<file path="src/rtl/digit_serial_adder.sv">
// ============================================================================
// Module   : digit_serial_adder
// Purpose  : WIDTH-bit adder that processes DIGIT bits per clock through one
//            registered-carry ripple chain, with a start/done handshake.
//            Optional macro SUBTRACT_EN adds a 'sub' input (a - b).
// Revision : 1.0 - initial release
// ============================================================================
`default_nettype none

module digit_serial_adder #(
  parameter int WIDTH = 8,
  parameter int DIGIT = 2
) (
  input  logic             clk,
  input  logic             reset,
  input  logic             start,
  input  logic [WIDTH-1:0] a,
  input  logic [WIDTH-1:0] b,
  input  logic             ci,
`ifdef SUBTRACT_EN
  input  logic             sub,
`endif
  output logic             busy,
  output logic             done,
  output logic [WIDTH-1:0] s,
  output logic             co,
  output logic             ovf
);

  localparam int NDIG = WIDTH / DIGIT;
  localparam int CW   = $clog2(NDIG) + 1;

  typedef enum logic [1:0] {
    IDLE = 2'd0,
    RUN  = 2'd1,
    DONE = 2'd2
  } state_t;

  state_t           r_state;
  state_t           w_next;
  logic             w_accept;
  logic             w_last;

  logic [WIDTH-1:0] r_a;
  logic [WIDTH-1:0] r_b;
  logic             r_carry;
  logic [CW-1:0]    r_cnt;
  logic [WIDTH-1:0] r_s;
  logic             r_co;
  logic             r_ovf;

  int               w_base;
  logic [DIGIT-1:0] w_da;
  logic [DIGIT-1:0] w_db;
  logic [DIGIT-1:0] w_dsum;
  logic [DIGIT:0]   w_c;

  always_ff @(posedge clk or posedge reset) begin
    if (reset) begin
      r_state <= IDLE;
    end else begin
      r_state <= w_next;
    end
  end

  always_comb begin
    w_next   = r_state;
    w_accept = 1'b0;
    busy     = 1'b0;
    done     = 1'b0;
    case (r_state)
      IDLE: begin
        if (start) begin
          w_accept = 1'b1;
          w_next   = RUN;
        end
      end
      RUN: begin
        busy = 1'b1;
        if (w_last) begin
          w_next = DONE;
        end
      end
      DONE: begin
        done = 1'b1;
        if (start) begin
          w_accept = 1'b1;
          w_next   = RUN;
        end else begin
          w_next = IDLE;
        end
      end
      default: w_next = IDLE;
    endcase
  end

  assign w_last = (r_cnt == CW'(NDIG - 1));

  always_comb begin
    w_base = int'(r_cnt) * DIGIT;
    w_da   = r_a[w_base +: DIGIT];
    w_db   = r_b[w_base +: DIGIT];
  end

  // One digit-wide ripple chain, fed by the carry left over from the previous digit
  assign w_c[0] = r_carry;

  genvar gi;
  generate
    for (gi = 0; gi < DIGIT; gi++) begin : g_fa
      assign w_dsum[gi]  = w_da[gi] ^ w_db[gi] ^ w_c[gi];
      assign w_c[gi + 1] = (w_da[gi] & w_db[gi]) | (w_c[gi] & (w_da[gi] ^ w_db[gi]));
    end
  endgenerate

  always_ff @(posedge clk or posedge reset) begin
    if (reset) begin
      r_a     <= '0;
      r_b     <= '0;
      r_carry <= 1'b0;
      r_cnt   <= '0;
      r_s     <= '0;
      r_co    <= 1'b0;
      r_ovf   <= 1'b0;
    end else if (w_accept) begin
      r_a   <= a;
`ifdef SUBTRACT_EN
      r_b     <= sub ? ~b : b;
      r_carry <= sub ? 1'b1 : ci;
`else
      r_b     <= b;
      r_carry <= ci;
`endif
      r_cnt <= '0;
      r_s   <= '0;
      r_co  <= 1'b0;
      r_ovf <= 1'b0;
    end else if (r_state == RUN) begin
      r_s[w_base +: DIGIT] <= w_dsum;
      r_carry              <= w_c[DIGIT];
      if (w_last) begin
        // carry into the MSB is w_c[DIGIT-1] on the final digit
        r_co  <= w_c[DIGIT];
        r_ovf <= w_c[DIGIT] ^ w_c[DIGIT-1];
      end else begin
        r_cnt <= r_cnt + CW'(1);
      end
    end
  end

  assign s   = r_s;
  assign co  = r_co;
  assign ovf = r_ovf;

endmodule

`default_nettype wire

</file>
<file path="config.mk">
export PLATFORM = sky130hd
export DESIGN_NAME = digit_serial_adder
export DESIGN_NICKNAME = d
export VERILOG_FILES = /design/src/rtl/digit_serial_adder.sv
export SDC_FILE = /design/constraint.sdc
export NUM_CORES = 1
export LEC_CHECK = 0
export BUFFER_PORTS_ARGS = -buffer_cell sky130_fd_sc_hd__buf_2
export CAP_MARGIN = 20
export CORE_AREA = 2 2 75 49
export DETAILED_ROUTE_END_ITERATION = 16
export DIE_AREA = 0 0 77 51
export GPL_ROUTABILITY_DRIVEN = 0
export PLACE_DENSITY_LB_ADDON = 0.15
export SYNTH_ARGS = -nofsm -noshare
export SYNTH_HDL_FRONTEND = slang
export SYNTH_SLANG_ARGS = --single-unit
</file>
<file path="constraint.sdc">
create_clock -name clk -period 3.2 [get_ports clk]
set_clock_uncertainty 0.15 [all_clocks]
set_input_delay 0.64 -clock clk [delete_from_list [all_inputs] [get_ports clk]]
set_output_delay 0.64 -clock clk [all_outputs]
set_load 0.01 [all_outputs]
</file>
==> results.md <==
* Syn. warnings at 0
* Iteration-0 DRC count of the detailed router at 44
* Post-Place Setup Slack at between 400 and 500 ps
* WP data arrival at 2850 ps
* Crit path time final at 2790 ps
* Max-slew violations at 0
* Post-synth EDFFs at 0
* Asr flop ratio synth at 100%
* Root Driver: clkbuf_8
* P_leak at between 1 and 1.5 nW
* Proportion of layout cells with a drive suffix above 1 at slightly below 30%
* CP Launch Type: flip-flop
* Hold-fix buffers, CTS at 0
* Critical Path End Type: flip-flop
* Effective utilization at floorplan at about half
* Routed vias/inst at about 5.1
* Status: completed
* Mean post-synth cell area at approximately 11 sq um
* Area after DPL at around 1800 sq um
* Critical R2R Launch: r_cnt[0]
* Synth Area in Compound Gates at roughly 6.6%
* Latest clock arrival within the worst-skew pair at around 270 ps
* Postcts setup bufs at 0
* Fin worst setup slack at 415 ps
* Clk pwr share at roughly a fifth
* Worst-path fanout max at 3
* Least-Margin Pin Slew at ~1000 ps
* Cell area after layout at between 1500 and 2000 sq um
* Power Internal at ~0.0013 W
* Setup Viol. Count Final at 0
* Nets at approximately 220
* Port bufs at 31
* Post-route ant nets at 0
* Synth Area in Adders at 6.90%
* Xor/xnor share of the synthesized area at less than 1%
* Crit path kind: reg -> reg
* RSZ-0062 raised after global routing: false
* DR vias at 1214
* Antenna violations before repair at 0
* Top_reg_cell synth: dfrtp_1
* Register share of total power at 32.3%
* Drt first pass iters at 4
* Inserted Diodes at 0
* R2r endpoint: s[3]
* CTS resizes at 0
* Largest net degree at the start of global routing at 33
* Simple-gate share of the synthesized area at approximately a quarter
* Cell Rows at 17
* Switching fraction of total power at just under 40%
* Most common cell after layout, fill and taps aside: nand2_1
* Most frequent cells in the layout: nand2_1 (53), dfrtp_1 (32), buf_2 (31)
* CTS tree: done
* Largest family of logic cells by synthesized area: simple AND/OR/NAND/NOR gates
* Area Overhead vs Synth at 17.9%
* Number of I/O pins at 32
* First-pass GRT wire length at ~5900 microns
* Clock tree buffer depth at 2
* # H-tree levels at 2
* R2R setup slack at around 410 ps
* Final hold vios at 0
* Mapped Area at between 1500 and 2000 sq um
* Die width at around 77 microns
* Detailed-route wire length at 3280 microns
* Yosys cell types at 37
* Seq/Total Area, Yosys at 48.0%
* Max_cap viols at 0
* Die H at 51 microns
* Final routed DRC violation total at 0
* Worst min-delay path class: in -> async
* CTS sink cnt at 32
* Max_slew headroom at about a third
* Peak VDD IR at 0.461 mV
* DP HPWL at approximately 2400 microns
* CTS clk-pin slew, worst paths at 70 ps
* Sw Pwr at approximately 0.0008 W
* FF+latch count, synth at 32
* Max Clock Freq at 0.359 GHz
* Total global routing overflow at 0
* CORE AREA at approximately 3400 sq um
* Worst hold slack at between 200 and 300 ps
* Final Cycle Share at 87.0%
* Vias in the first global route at about 1300
* Cell area power density at roughly 1100 nW/um^2
* Mux cell area share after synthesis at 7.43%
* Die ar. at approximately 3900 sq um
* Syn nets at roughly 190
* CTS Buf Count at 5
* Routed len/inst at roughly 14 microns
* Reg2Reg Depth at 7
* Comb power frac at ~48%
* Setup_tns at 0 ps
* GRT Resource Usage Total at between 15 and 20%
* Critical Path RT at 3270 ps
* Final core utilization at roughly three fifths
* Gate Count Post-Synth at about 160
[logic make-up (layout without fill, tap and decap cells)]
family | Yosys count | after routing
flip-flops | 32 | 32
adder cells (fa/ha/maj) | 8 | 8
AO/OA/AOI/OAI | 13 | 13
buffers and inverters | 18 | 52
AND/OR/NAND/NOR | 78 | 78
multiplexers | 7 | 7
XOR/XNOR | 1 | 1
[through the flow]
stage          total power [W]  instances
3_3_place_gp           0.00167        230
3_5_place_dp           0.00170        230
6_report               0.00211        238
4_1_cts                0.00213        238
2_1_floorplan          0.00148        157
5_1_grt                0.00229        238
[state kept, by name, summed over array words and instances, names as in the netlist]
signal	count
r_state	2
ovf	1
r_b	8
s	8
r_carry	1
r_cnt	3
r_a	8
co	1
[routing by layer]
metal	routed length [microns]	vias to the layer above	GRT usage (%)
met5	0	-	0
met2	1400	22	30.6
li1	-	590	-
met1	1690	600	26.8
met3	168	2	5.48
met4	21	0	6.85
[critical path, stage by stage, from the launching register on]
cell and delay, ps:
dfrtp_1 360, mux4_1 580, and2_1 200, fa_1 430, inv_1 80, fa_1 450
and4b_1 310, a32o_2 170
[power by group through the flow]
stage / sequential (W) / combinational [W] / clock, W
global route: 0.000709 / 0.00113 / 0.000450
CTS: 0.000683 / 0.00102 / 0.000427
global placement: 0.000684 / 0.000990 / 0
detailed placement: 0.000689 / 0.00101 / 0
finish: 0.000683 / 0.00101 / 0.000416
floorplan: 0.000685 / 0.000791 / 0
[cell type report]
cell class	instances	area [sq um]
Fill cell	313	1390
Sequential cell	32	801
Multi-Input combinational cell	107	762
Timing Repair Buffer	35	185
Clock buffer	7	96.3
Tap cell	47	58.8
Inverter	9	33.8
Clock inverter	1	30.0
[cells in the mapped netlist (2+ instances only)]
library cell | n | share of area, %
a22o_1 | 2 | 1.1
a31o_1 | 2 | 1.1
mux4_2 | 3 | 4.1
mux2i_1 | 3 | 1.8
inv_1 | 9 | 2.0
nor4_1 | 2 | 0.75
and3_1 | 2 | 0.75
dfrtp_1 | 32 | 48
nand2_1 | 53 | 12
o21ai_2 | 3 | 1.6
nand2b_1 | 2 | 0.75
a31oi_1 | 2 | 0.75
nor2b_1 | 2 | 0.75
buf_4 | 3 | 1.4
nand3_2 | 4 | 2.4
and2_1 | 2 | 0.75
buf_6 | 3 | 2.0
buf_2 | 3 | 0.90
fa_1 | 2 | 2.4
ha_1 | 6 | 4.5
[worst max-delay path by stage]
| stage | start | to | slack, ps | cells after the start |
|---|---|---|---|---|
| finish | r_cnt[0] | s[3] | 410 | 7 |
| global route | r_cnt[0] | s[3] | 310 | 7 |
| CTS | r_cnt[0] | s[3] | 420 | 7 |
| detailed placement | r_cnt[0] | s[3] | 440 | 7 |
| global placement | r_cnt[0] | s[3] | 510 | 7 |
| floorplan | r_cnt[1] | s[3] | 530 | 8 |
No activity file was read; power rests on OpenSTA's default activity.
